===== config.mk =====
export PLATFORM = sky130hd
export DESIGN_NAME = uart_tx_queue_flat
export DESIGN_NICKNAME = d
export VERILOG_FILES = /design/src/rtl/uart_tx_queue_pkg.sv /design/src/rtl/uart_tx_queue_if.sv /design/src/rtl/uart_tx_queue_fifo.sv /design/src/rtl/uart_tx_queue.sv /design/src/flat_wrapper.sv
export SDC_FILE = /design/constraint.sdc
export NUM_CORES = 1
export LEC_CHECK = 0
export CAP_MARGIN = 30
export CORE_ASPECT_RATIO = 0.5
export CORE_UTILIZATION = 59
export DETAILED_ROUTE_END_ITERATION = 10
export PLACE_DENSITY_LB_ADDON = 0.3
export RECOVER_POWER = 25
export SYNTH_ARGS = -nofsm -noshare
export SYNTH_HDL_FRONTEND = slang
export SYNTH_HIERARCHICAL = 1
export SYNTH_SLANG_ARGS = --single-unit

===== constraint.sdc =====
create_clock -name clk -period 6.9 [get_ports clk]
set_clock_uncertainty 0.05 [all_clocks]
set_input_delay 0.69 -clock clk [delete_from_list [all_inputs] [get_ports clk]]
set_output_delay 0.69 -clock clk [all_outputs]
set_load 0.005 [all_outputs]

===== src/rtl/uart_tx_queue_pkg.sv =====
// Shared types for the UART transmit queue: byte width and transmit FSM states.
// Optional occupancy outputs are enabled by defining UART_TX_QUEUE_LEVEL_EN.
package uart_tx_queue_pkg;

  localparam int UART_BYTE_W = 8;

  typedef enum logic [1:0] {
    IDLE      = 2'd0,
    ISSUE     = 2'd1,
    WAIT_BUSY = 2'd2,
    WAIT_DONE = 2'd3
  } uart_tx_state_t;

endpackage


===== src/rtl/uart_tx_queue_if.sv =====
// Handshake bundle between the core/UART side and uart_tx_queue.
// level/almost_full only exist when UART_TX_QUEUE_LEVEL_EN is defined.
interface uart_tx_queue_if
  import uart_tx_queue_pkg::*;
#(
  parameter int DEPTH = 16
);

  logic [UART_BYTE_W-1:0] wr_data;
  logic                   wr_en;
  logic                   full;
  logic                   empty;
  logic                   overflow;
  logic                   flush;
  logic [UART_BYTE_W-1:0] send_data;
  logic                   send;
  logic                   send_busy;
  logic                   tx_idle;
`ifdef UART_TX_QUEUE_LEVEL_EN
  logic [$clog2(DEPTH):0] level;
  logic                   almost_full;

  modport master (
    output wr_data, wr_en, flush, send_busy,
    input  full, empty, overflow, send_data, send, tx_idle, level, almost_full
  );

  modport slave (
    input  wr_data, wr_en, flush, send_busy,
    output full, empty, overflow, send_data, send, tx_idle, level, almost_full
  );
`else
  modport master (
    output wr_data, wr_en, flush, send_busy,
    input  full, empty, overflow, send_data, send, tx_idle
  );

  modport slave (
    input  wr_data, wr_en, flush, send_busy,
    output full, empty, overflow, send_data, send, tx_idle
  );
`endif

endinterface


===== src/rtl/uart_tx_queue_fifo.sv =====
// Byte storage for uart_tx_queue: wrap-around pointers with an extra MSB,
// full/empty/level derived from the pointer registers, sticky overflow.
module uart_tx_queue_fifo
  import uart_tx_queue_pkg::*;
#(
  parameter int DEPTH = 16
) (
  input  logic                     clk,
  input  logic                     rst,
  input  logic [UART_BYTE_W-1:0]   wr_data,
  input  logic                     wr_en,
  input  logic                     flush,
  input  logic                     pop,
  output logic [UART_BYTE_W-1:0]   rd_data,
  output logic                     full,
  output logic                     empty,
  output logic                     overflow,
  output logic [$clog2(DEPTH):0]   level
);

  localparam int AW = $clog2(DEPTH);

  logic [UART_BYTE_W-1:0] mem [DEPTH];
  logic [AW:0]            wr_ptr;
  logic [AW:0]            rd_ptr;
  logic                   push;

  assign full    = (wr_ptr[AW] != rd_ptr[AW]) && (wr_ptr[AW-1:0] == rd_ptr[AW-1:0]);
  assign empty   = (wr_ptr == rd_ptr);
  assign level   = wr_ptr - rd_ptr;
  assign rd_data = mem[rd_ptr[AW-1:0]];

  // flush wins over a same-cycle write; full is judged before any same-cycle pop
  assign push = wr_en && !full && !flush;

  always_ff @(posedge clk or negedge rst) begin
    if (!rst) begin
      wr_ptr   <= '0;
      rd_ptr   <= '0;
      overflow <= 1'b0;
    end else if (flush) begin
      wr_ptr   <= '0;
      rd_ptr   <= '0;
      overflow <= 1'b0;
    end else begin
      if (push)
        wr_ptr <= wr_ptr + 1'b1;
      if (pop)
        rd_ptr <= rd_ptr + 1'b1;
      if (wr_en && full)
        overflow <= 1'b1;
    end
  end

  always_ff @(posedge clk) begin
    if (push)
      mem[wr_ptr[AW-1:0]] <= wr_data;
  end

endmodule


===== src/rtl/uart_tx_queue.sv =====
// Transmit byte queue in front of uart_controller: buffers writes and issues one
// send pulse per byte, paced on send_busy. UART_TX_QUEUE_LEVEL_EN adds level/almost_full.
//
// state     | meaning
// IDLE      | waiting for a queued byte and send_busy low
// ISSUE     | send pulse high, byte presented on send_data
// WAIT_BUSY | waiting for uart_controller to raise send_busy
// WAIT_DONE | waiting for send_busy to fall
module uart_tx_queue
  import uart_tx_queue_pkg::*;
#(
  parameter int DEPTH    = 16
`ifdef UART_TX_QUEUE_LEVEL_EN
  ,
  parameter int AFULL_TH = 14
`endif
) (
  input logic           clk,
  input logic           rst,
  uart_tx_queue_if.slave q
);

  localparam int LW = $clog2(DEPTH) + 1;

  uart_tx_state_t         state;
  uart_tx_state_t         state_n;
  logic                   issue;
  logic                   send_r;
  logic [UART_BYTE_W-1:0] send_data_r;
  logic [UART_BYTE_W-1:0] head;
  logic                   empty;
  logic [LW-1:0]          level;

  uart_tx_queue_fifo #(
    .DEPTH (DEPTH)
  ) u_fifo (
    .clk      (clk),
    .rst      (rst),
    .wr_data  (q.wr_data),
    .wr_en    (q.wr_en),
    .flush    (q.flush),
    .pop      (issue),
    .rd_data  (head),
    .full     (q.full),
    .empty    (empty),
    .overflow (q.overflow),
    .level    (level)
  );

  // a flush in IDLE discards the head instead of issuing it
  assign issue = (state == IDLE) && !empty && !q.send_busy && !q.flush;

  always_comb begin
    state_n = state;
    case (state)
      IDLE:      if (issue) state_n = ISSUE;
      ISSUE:     state_n = WAIT_BUSY;
      WAIT_BUSY: if (q.send_busy) state_n = WAIT_DONE;
      WAIT_DONE: if (!q.send_busy) state_n = IDLE;
      default:   state_n = IDLE;
    endcase
  end

  always_ff @(posedge clk or negedge rst) begin
    if (!rst) begin
      state       <= IDLE;
      send_r      <= 1'b0;
      send_data_r <= '0;
    end else begin
      state  <= state_n;
      send_r <= issue;
      if (issue)
        send_data_r <= head;
    end
  end

  assign q.empty     = empty;
  assign q.send      = send_r;
  assign q.send_data = send_data_r;
  assign q.tx_idle   = (level == '0) && (state == IDLE) && !q.send_busy;

`ifdef UART_TX_QUEUE_LEVEL_EN
  localparam logic [LW-1:0] AFULL_LV = LW'(AFULL_TH);

  assign q.level       = level;
  assign q.almost_full = (level >= AFULL_LV);
`endif

endmodule


===== src/flat_wrapper.sv =====
// flat-port wrapper written by rule: the top's interface ports become plain ports
module uart_tx_queue_flat import uart_tx_queue_pkg::*;
#(
  parameter int DEPTH    = 16

)
  (clk, rst, q_wr_data, q_wr_en, q_flush, q_send_busy, q_full, q_empty, q_overflow, q_send_data, q_send, q_tx_idle);
  uart_tx_queue_if #(.DEPTH(DEPTH)) q_i ();
  input logic clk;
  input logic rst;
  input wire logic [$bits(q_i.wr_data)-1:0] q_wr_data;
  input wire logic [$bits(q_i.wr_en)-1:0] q_wr_en;
  input wire logic [$bits(q_i.flush)-1:0] q_flush;
  input wire logic [$bits(q_i.send_busy)-1:0] q_send_busy;
  output wire logic [$bits(q_i.full)-1:0] q_full;
  output wire logic [$bits(q_i.empty)-1:0] q_empty;
  output wire logic [$bits(q_i.overflow)-1:0] q_overflow;
  output wire logic [$bits(q_i.send_data)-1:0] q_send_data;
  output wire logic [$bits(q_i.send)-1:0] q_send;
  output wire logic [$bits(q_i.tx_idle)-1:0] q_tx_idle;
  assign q_i.wr_data = q_wr_data;
  assign q_i.wr_en = q_wr_en;
  assign q_i.flush = q_flush;
  assign q_i.send_busy = q_send_busy;
  assign q_full = q_i.full;
  assign q_empty = q_i.empty;
  assign q_overflow = q_i.overflow;
  assign q_send_data = q_i.send_data;
  assign q_send = q_i.send;
  assign q_tx_idle = q_i.tx_idle;
  uart_tx_queue #(.DEPTH(DEPTH)) u_core (.clk(clk), .rst(rst), .q(q_i));
endmodule

==> impl_metrics.yaml, run 1 <==
sta:
  rsz0062_at_grt: "false"
  tns_ns: 0
  finalHoldViolCount: 0
  relSlewSlack_pct: 18.4
  fin_crit_ns: 4.10
  final_max_slew_viol_count: 0
  final.period_utilization_pct: 59.5
  setup_violations: 0
  worstMarginPinSlew_ns: 1.22
  holdWs_ns: 0.456
  fmax_ghz: 0.244
synth:
  synth_cell_types: 41
  netlist_area_sq_um: 6200
  ys_top_cells_by_area: "edfxtp_1 62%, dfrtp_1 8.9%, mux4_2 7.3%, mux4_1 5.1%, ha_1 2.4%"
  yosys.area.top_type: "edfxtp_1"
  synth_seq_cells: 150
  avgSynthCellArea_sq_um: 18.7
  ys_seq_area_share_pct: 70.9
  ys_warn_count: 6
  syn_inst: 331
  synth_fp_nets: 357
  yosys.area.top_type_share_pct: 62.0
grt:
  antenna_found_initial: 0
  grt_pass1_vias: 3082
  gr-total-overflow: 0
  track_usage_pct: 23.9
  grt_pass1_wl_mm: 17.8
  grt_max_degree: 37
setup_path:
  crit_path_end_kind: "output pin"
  cp.arrival_ns: 3.36
  crit_path_start: "u_core/u_fifo/rd_ptr[0]$_DFFE_PN0P_"
  reg2reg_slack_ns: 3.76
  worstPathCellList: "buf_4, ha_1, inv_1, fa_1, a21o_1, a21oi_1, xnor2_1, nor4_1, nor4b_1, clkdlybuf4s50_1"
  r2r_start: "u_core/u_fifo/rd_ptr[0]$_DFFE_PN0P_"
  r2r-end: "u_core/u_fifo/mem[0][7]$_DFFE_PP_"
  slowest_delay_ns: 0.55
  start_kind: "flop"
  crit_slowest_cell: "clkdlybuf4s50_1"
  crit_fanout: 36
  crit_type: "reg2out"
  reg2regPathDepth: 7
  critPathRequiredTime_ns: 6.16
power_and_ir_drop:
  power.leakage_uw: 0.00240
  power_density_nw_per_um2: 301
  ir_worst_vdd_uv: 196
min_path:
  whs_path_depth: 1
  hp-class: "reg2reg"
  hold_path_end: "u_core/q.send_data[3]$_DFFE_PN0P_"
  hp-start: "u_core/q.send_data[3]$_DFFE_PN0P_"
clocking:
  path_clk_slew_ns: 0.06
  clkLatencyLatePin_ns: 0.41
  cts_resized: 0
  postCtsHoldBufs: 0
  cts_max_level: 4
  cts_tree: "done"
  cts.sinks: 150
  cts-root-buf: "clkbuf_16"
  cts_max_path_buffers: 2
  cts_made_buffers: 17
  cts_setup_buffers: 0
route:
  detail-route-antenna-nets: 0
  totalWireLength_mm: 12.1
  drtIter0Drc: 267
  vias: 3242
  wl_per_cell_microns: 23.2
  first_pass_iters: 7
  drc: 0
  vias_per_cell: 6.23
floorplanning:
  dieWidth_microns: 147
  initial_core_util_pct: 60.7
  io_pins: 26
  dieArea_sq_um: 10900
  fp.dieH_microns: 74.5
  rows: 26
  core_area_sq_um: 10200
layout:
  area_growth_pct: 15.0
  diodes: 0
  layoutNonFillerInstCount: 520
  nNetsFinal: 394
  fillCellCount: 610
  drive_gt1_share_pct: 17.6
placement:
  gp_congestion: 0.869
  io_buffers: 25
  placedCellCount: 488
  dpl.hpwl_mm: 7.47
job:
  cap_violations: 0
outcome:
  status: "completed"
[flip-flops by register name (all words and copies together), names as in the netlist]
name and cells:
u_core/state 2, u_core/u_fifo/wr_ptr 5, u_core/q.send 1, u_core/u_fifo/mem 128
u_core/u_fifo/overflow 1, u_core/q.send_data 8, u_core/u_fifo/rd_ptr 5
[logic make-up after synthesis]
| logic type | synth area share [%] |
|---|---|
| DFF | 70.9 |
| and+or+nand+nor | 4.72 |
| muxes | 14.2 |
| AOI/OAI and AO/OA | 3.43 |
| buffers and inverters | 2.18 |
| adders and majority gates | 2.75 |
| xor gates and xnor gates | 1.82 |
[cells in the final DEF, fill, tap and decap left out, drive strengths merged, types with 2 or more instances in the layout]
cell type,instances
and2,2
xor2,5
a21o,2
a21oi,4
inv,14
clkinvlp,5
ha,12
nor4b,2
buf,3
mux4,32
nand3,3
dfrtp,22
nand3b,2
clkinv,5
mux2,9
clkdlybuf4s50,20
nand2,15
nand4,2
bufinv,2
nor2,31
clkbuf,19
xnor2,7
o211ai,2
edfxtp,128
dlygate4sd3,5
a22oi,16
[critical path, delay by kind of cell, from the launching register on]
family | cells | cell delay (ns)
buffers and inverters | 3 | 1.12
adder cells (fa/ha/maj) | 2 | 0.67
AND/OR/NAND/NOR | 2 | 0.40
flip-flops | 1 | 0.34
AO/OA/AOI/OAI | 2 | 0.34
XOR/XNOR | 1 | 0.08
[power by group]
group	switching (uW)	internal (uW)	leakage, uW	total, uW
Clock	345	527	0.000259	871
Combinational	96.7	132	0.000701	229
Sequential	22.8	1020	0.00144	1050
Total	464	1680	0.00240	2150
[how the worst max path moves through the flow]
stage | slack [ns] | to | depth (start not counted)
after floorplan | 3.98 | q_tx_idle | 9
after global placement | 3.20 | q_tx_idle | 10
after detailed placement | 3.19 | q_tx_idle | 10
after CTS | 2.72 | q_tx_idle | 10
after global routing | 2.56 | q_tx_idle | 10
final | 2.80 | q_tx_idle | 10
[through the flow]
step           instance area [sq um]  utilization, %  total power, uW  setup WS, ns
4_1_cts                         7120            69.7             2160          2.72
3_3_place_gp                    6560            64.2             1280          3.20
2_1_floorplan                   6200               -             1190          3.98
5_1_grt                         7130            69.8             2220          2.56
6_report                        7130            69.8             2150          2.80
3_5_place_dp                    6560            64.2             1290          3.19
[cell usage after synthesis, drive strengths merged]
| cell | number |
|---|---|
| a21o | 2 |
| a21oi | 4 |
| a22oi | 16 |
| a2bb2oi | 1 |
| and2 | 2 |
| and3 | 1 |
| buf | 8 |
| clkbuf | 3 |
| dfrtp | 22 |
| edfxtp | 128 |
| fa | 1 |
| ha | 12 |
| inv | 13 |
| mux2 | 9 |
| mux2i | 1 |
| mux4 | 32 |
| nand2 | 15 |
| nand3 | 3 |
| nand3b | 2 |
| nand4 | 2 |
| nor2 | 31 |
| nor2b | 1 |
| nor4 | 1 |
| nor4b | 2 |
| o2111ai | 1 |
| o211ai | 2 |
| o21ai | 1 |
| o221a | 1 |
| or2 | 1 |
| or3 | 1 |
| xnor2 | 7 |
| xor2 | 5 |
[final cells by class]
type | count | area (sq um) | share of cell area [%]
Tap cell | 140 | 175 | 2.46
Inverter | 13 | 48.8 | 0.685
Multi-Input combinational cell | 157 | 1670 | 23.4
Clock buffer | 18 | 429 | 6.02
Timing Repair Buffer | 29 | 277 | 3.88
Sequential cell | 150 | 4400 | 61.7
Clock inverter | 13 | 133 | 1.86
[routing by layer]
layer  up-vias  track usage, %  wire (microns)
li1       1389               -               -
met1      1669            32.5            5130
met2       162            37.0            5520
met3        22            6.87            1160
met4         0            11.2             246
met5         -               0               0
Note: power is estimated with default switching activity, not from simulation.
==> run 2, diff against run 1 <==
Clock period 6.9 ns to 4 ns, I/O delays scaled along.
==> impl_metrics.yaml, run 2 (synthesized netlist as in run 1, its figures left out) <==
route:
  totalWireLength_mm: 12.4
  detail-route-antenna-nets: 0
  vias: 3274
  vias_per_cell: 6.28
  drtIter0Drc: 342
  wl_per_cell_microns: 23.9
  drc: 0
  first_pass_iters: 4
floorplanning:
  rows: 26
  initial_core_util_pct: 60.7
  dieArea_sq_um: 10900
  fp.dieH_microns: 74.5
  io_pins: 26
  core_area_sq_um: 10200
  dieWidth_microns: 147
setup_path:
  crit_path_start: "u_core/u_fifo/wr_ptr[0]$_DFFE_PN0P_"
  cp.arrival_ns: 3.03
  reg2reg_slack_ns: 1.05
  r2r_start: "u_core/u_fifo/wr_ptr[2]$_DFFE_PN0P_"
  critPathBufInv: 3
  crit_top_cell: "inv_1"
  crit_end: "q_tx_idle"
  path_delay_family: "buffers and inverters"
  reg2regPathDepth: 6
  worstSetupPathDepth: 10
  crit_fanout: 4
  r2r-end: "u_core/u_fifo/mem[3][1]$_DFFE_PP_"
  crit_slowest_cell: "clkdlybuf4s50_1"
  worstPathCellList: "inv_1, ha_1, inv_1, fa_1, a21o_1, a21oi_1, xnor2_1, nor4_1, nor4b_1, clkdlybuf4s50_1"
  crit_type: "reg2out"
  start_kind: "flop"
  critPathRequiredTime_ns: 3.55
  crit_path_end_kind: "output pin"
  slowest_delay_ns: 0.55
min_path:
  hp-class: "reg2reg"
sta:
  fmax_ghz: 0.287
  fin_crit_ns: 3.48
  final_max_slew_viol_count: 0
  worstMarginPinSlew_ns: 1.15
  final.period_utilization_pct: 87.0
  tns_ns: 0
  finalHoldViolCount: 0
  rsz0062_at_grt: "false"
  setup_violations: 0
  relSlewSlack_pct: 23.4
  holdWs_ns: 0.454
job:
  cap_violations: 0
layout:
  layout_common_cells: "128 x edfxtp_1, 30 x nor2_1, 21 x dfrtp_1, 20 x clkdlybuf4s50_1, 20 x mux4_2"
  diodes: 0
  nNetsFinal: 394
  final_area_sq_um: 7080
  area_growth_pct: 14.3
  largest_reg_flops: 128
  drive_gt1_share_pct: 17.3
  final_common_cell: "edfxtp_1"
clocking:
  clkLatencyLatePin_ns: 0.42
  cts_made_buffers: 17
  path_clk_slew_ns: 0.06
  cts_max_level: 4
  cts.sinks: 150
  postCtsHoldBufs: 0
  cts-root-buf: "clkbuf_16"
  cts_max_path_buffers: 2
  cts_setup_buffers: 0
  cts_tree: "done"
  cts_resized: 0
grt:
  gr-total-overflow: 0
  antenna_found_initial: 0
  grt_max_degree: 36
  grt_pass1_wl_mm: 18.6
  track_usage_pct: 24.8
  grt_pass1_vias: 3202
placement:
  io_buffers: 25
  place_area_sq_um: 6560
  dpl.hpwl_mm: 7.50
  gp_congestion: 0.901
power_and_ir_drop:
  total_power_uw: 3600
  ir_worst_vdd_uv: 316
  power_density_nw_per_um2: 508
  power.leakage_uw: 0.00238
outcome:
  status: "completed"
-- run 2: changes by cell type in the layout (fill, tap and decap cells not counted), sizes merged --
cell	delta
clkbuf	+3
inv	+1
bufinv	-2
clkinvlp	-1
-- run 2: metal layers --
metal	GRT usage (%)	wire, microns
met2	37.6	5780
met4	6.87	169
met5	0	0
met1	35.4	5290
met3	7.85	1200
-- run 2: worst min-delay path by stage --
| stage | startpoint | cells past startpoint | to | slack [ns] |
|---|---|---|---|---|
| after global placement | u_core/u_fifo/overflow$_DFFE_PN0P_ | 2 | u_core/u_fifo/overflow$_DFFE_PN0P_ | 0.44 |
| after CTS | u_core/q.send_data[3]$_DFFE_PN0P_ | 1 | u_core/q.send_data[3]$_DFFE_PN0P_ | 0.46 |
| after detailed placement | u_core/u_fifo/overflow$_DFFE_PN0P_ | 2 | u_core/u_fifo/overflow$_DFFE_PN0P_ | 0.44 |
| final | u_core/q.send_data[3]$_DFFE_PN0P_ | 1 | u_core/q.send_data[3]$_DFFE_PN0P_ | 0.45 |
| after global routing | u_core/q.send_data[3]$_DFFE_PN0P_ | 1 | u_core/q.send_data[3]$_DFFE_PN0P_ | 0.47 |
| after floorplan | rst | 0 | u_core/q.send$_DFF_PN0_ | 0.05 |
-- run 2: metrics by stage --
stage | cells | utilization [%] | setup WS (ns)
after global placement | 488 | 64.2 | 1.07
after detailed placement | 488 | 64.2 | 0.959
after global routing | 521 | 69.4 | 0.329
final | 521 | 69.4 | 0.521
after CTS | 520 | 69.3 | 0.514
after floorplan | 331 | - | 1.23
-- run 2: cell type report --
cell class / instances / area [sq um]
Sequential cell: 150 / 4400
Clock inverter: 11 / 78.8
Timing Repair Buffer: 29 / 277
Fill cell: 642 / 3130
Tap cell: 140 / 175
Multi-Input combinational cell: 157 / 1670
Inverter: 13 / 48.8
Clock buffer: 21 / 440
-- run 2: power by group --
part / leakage [uW] / internal, uW / switching [uW]
clock: 0.000241 / 792 / 606
sequential: 0.00144 / 1760 / 39.5
combinational: 0.000701 / 228 / 169
total: 0.00238 / 2780 / 815
==> run 3, diff against run 2 <==
Settings changed: SLEW_MARGIN from default to 25.
==> impl_metrics.yaml, run 3 (synthesized netlist as in run 1, its figures left out) <==
floorplanning:
  dieArea_sq_um: 10900
  io_pins: 26
  fp.dieH_microns: 74.5
  core_area_sq_um: 10200
  dieWidth_microns: 147
  rows: 26
  initial_core_util_pct: 60.7
grt:
  antenna_found_initial: 0
  grt_pass1_vias: 3202
  track_usage_pct: 24.8
  grt_max_degree: 36
  gr-total-overflow: 0
  grt_pass1_wl_mm: 18.6
power_and_ir_drop:
  switching_share_pct: 22.5
  clkPwrFrac_pct: 38.8
  pwr-share-seq_pct: 50.2
  power.leakage_uw: 0.00238
  ir_worst_vdd_uv: 312
  intPower_uw: 2780
  power_density_nw_per_um2: 507
  switchingPower_uw: 809
  pwr-share-comb_pct: 11.0
sta:
  rsz0062_at_grt: "false"
  final.period_utilization_pct: 86.9
  setup_violations: 0
  final_max_slew_viol_count: 0
  finalHoldViolCount: 0
  fin_crit_ns: 3.47
  holdWs_ns: 0.454
  relSlewSlack_pct: 21.5
  tns_ns: 0
  finalWorstSetupSlack_ns: 0.526
  fmax_ghz: 0.288
  worstMarginPinSlew_ns: 1.18
outcome:
  status: "completed"
setup_path:
  cp.arrival_ns: 3.02
  crit_fanout: 4
  reg2reg_slack_ns: 1.07
  start_kind: "flop"
  critPathRequiredTime_ns: 3.55
  crit_path_end_kind: "output pin"
  crit_type: "reg2out"
min_path:
  hp-class: "reg2reg"
route:
  wl_per_cell_microns: 23.7
  detail-route-antenna-nets: 0
  first_pass_iters: 5
  vias_per_cell: 6.19
  totalWireLength_mm: 12.3
  drtIter0Drc: 343
  drc: 0
  vias: 3224
layout:
  nNetsFinal: 394
  area_growth_pct: 14.3
  largest_reg_flops: 128
  drive_gt1_share_pct: 17.3
  final_common_cell: "edfxtp_1"
  layout_common_cells: "128 x edfxtp_1, 30 x nor2_1, 21 x dfrtp_1, 20 x clkdlybuf4s50_1, 20 x mux4_2"
  diodes: 0
job:
  cap_violations: 0
clocking:
  path_clk_slew_ns: 0.06
  cts-root-buf: "clkbuf_16"
  clkLatencyLatePin_ns: 0.41
  cts_max_level: 4
  cts_max_path_buffers: 2
  cts.sinks: 150
  cts_made_buffers: 17
  cts_tree: "done"
placement:
  io_buffers: 25
  gp_congestion: 0.901
  post-place-ws_ns: 0.959
  dpl.hpwl_mm: 7.50
## run 3: metal layers
layer | wire length, microns | GRT usage [%]
met1 | 5300 | 35.4
met2 | 5690 | 37.6
met3 | 1160 | 7.85
met4 | 195 | 6.87
met5 | 0 | 0
## run 3: per-stage QoR
stage | util (%) | instance area [sq um] | total power, uW | cells
2_1_floorplan | - | 6200 | 2050 | 331
3_3_place_gp | 64.2 | 6560 | 2210 | 488
3_5_place_dp | 64.2 | 6560 | 2230 | 488
4_1_cts | 69.3 | 7080 | 3620 | 520
5_1_grt | 69.4 | 7080 | 3720 | 521
6_report | 69.4 | 7080 | 3590 | 521
## run 3: final cells by class
cell class	count	area [sq um]
Timing Repair Buffer	29	277
Multi-Input combinational cell	157	1670
Clock inverter	11	78.8
Inverter	13	48.8
Clock buffer	21	440
Fill cell	640	3130
Sequential cell	150	4400
Tap cell	140	175
## run 3: final timing paths
check                                                    start                             endpoint  depth (start not counted)
max reg2reg                u_core/u_fifo/wr_ptr[2]$_DFFE_PN0P_    u_core/u_fifo/mem[3][1]$_DFFE_PP_                          6
max in group asynchronous                                  rst  u_core/u_fifo/rd_ptr[0]$_DFFE_PN0P_                          2
max                        u_core/u_fifo/wr_ptr[0]$_DFFE_PN0P_                            q_tx_idle                         10
min reg2reg                  u_core/q.send_data[3]$_DFFE_PN0P_    u_core/q.send_data[3]$_DFFE_PN0P_                          1
min                          u_core/q.send_data[3]$_DFFE_PN0P_    u_core/q.send_data[3]$_DFFE_PN0P_                          1
min in group asynchronous                                  rst  u_core/u_fifo/wr_ptr[3]$_DFFE_PN0P_                          2
## run 3: critical path, cell delays in order, from the launching register on
cell             delay (ns)
dfrtp_1                0.41
inv_1                  0.15
ha_1                   0.16
inv_1                  0.06
fa_1                   0.40
a21o_1                 0.18
a21oi_1                0.20
xnor2_1                0.09
nor4_1                 0.15
nor4b_1                0.26
clkdlybuf4s50_1        0.55
## run 3: power by group through the flow
stage	clock network (uW)	logic, uW	registers (uW)
global placement	0	381	1830
finish	1390	396	1800
CTS	1420	398	1800
global route	1480	429	1810
detailed placement	0	394	1840
floorplan	0	225	1830
## run 3: what timing repair did
action,in CTS,in global routing
hold endpoints to repair,0,22
gates resized for setup,0,0
setup buffers,0,0
endpoints found under the setup margin,0,0
hold buffers,0,1
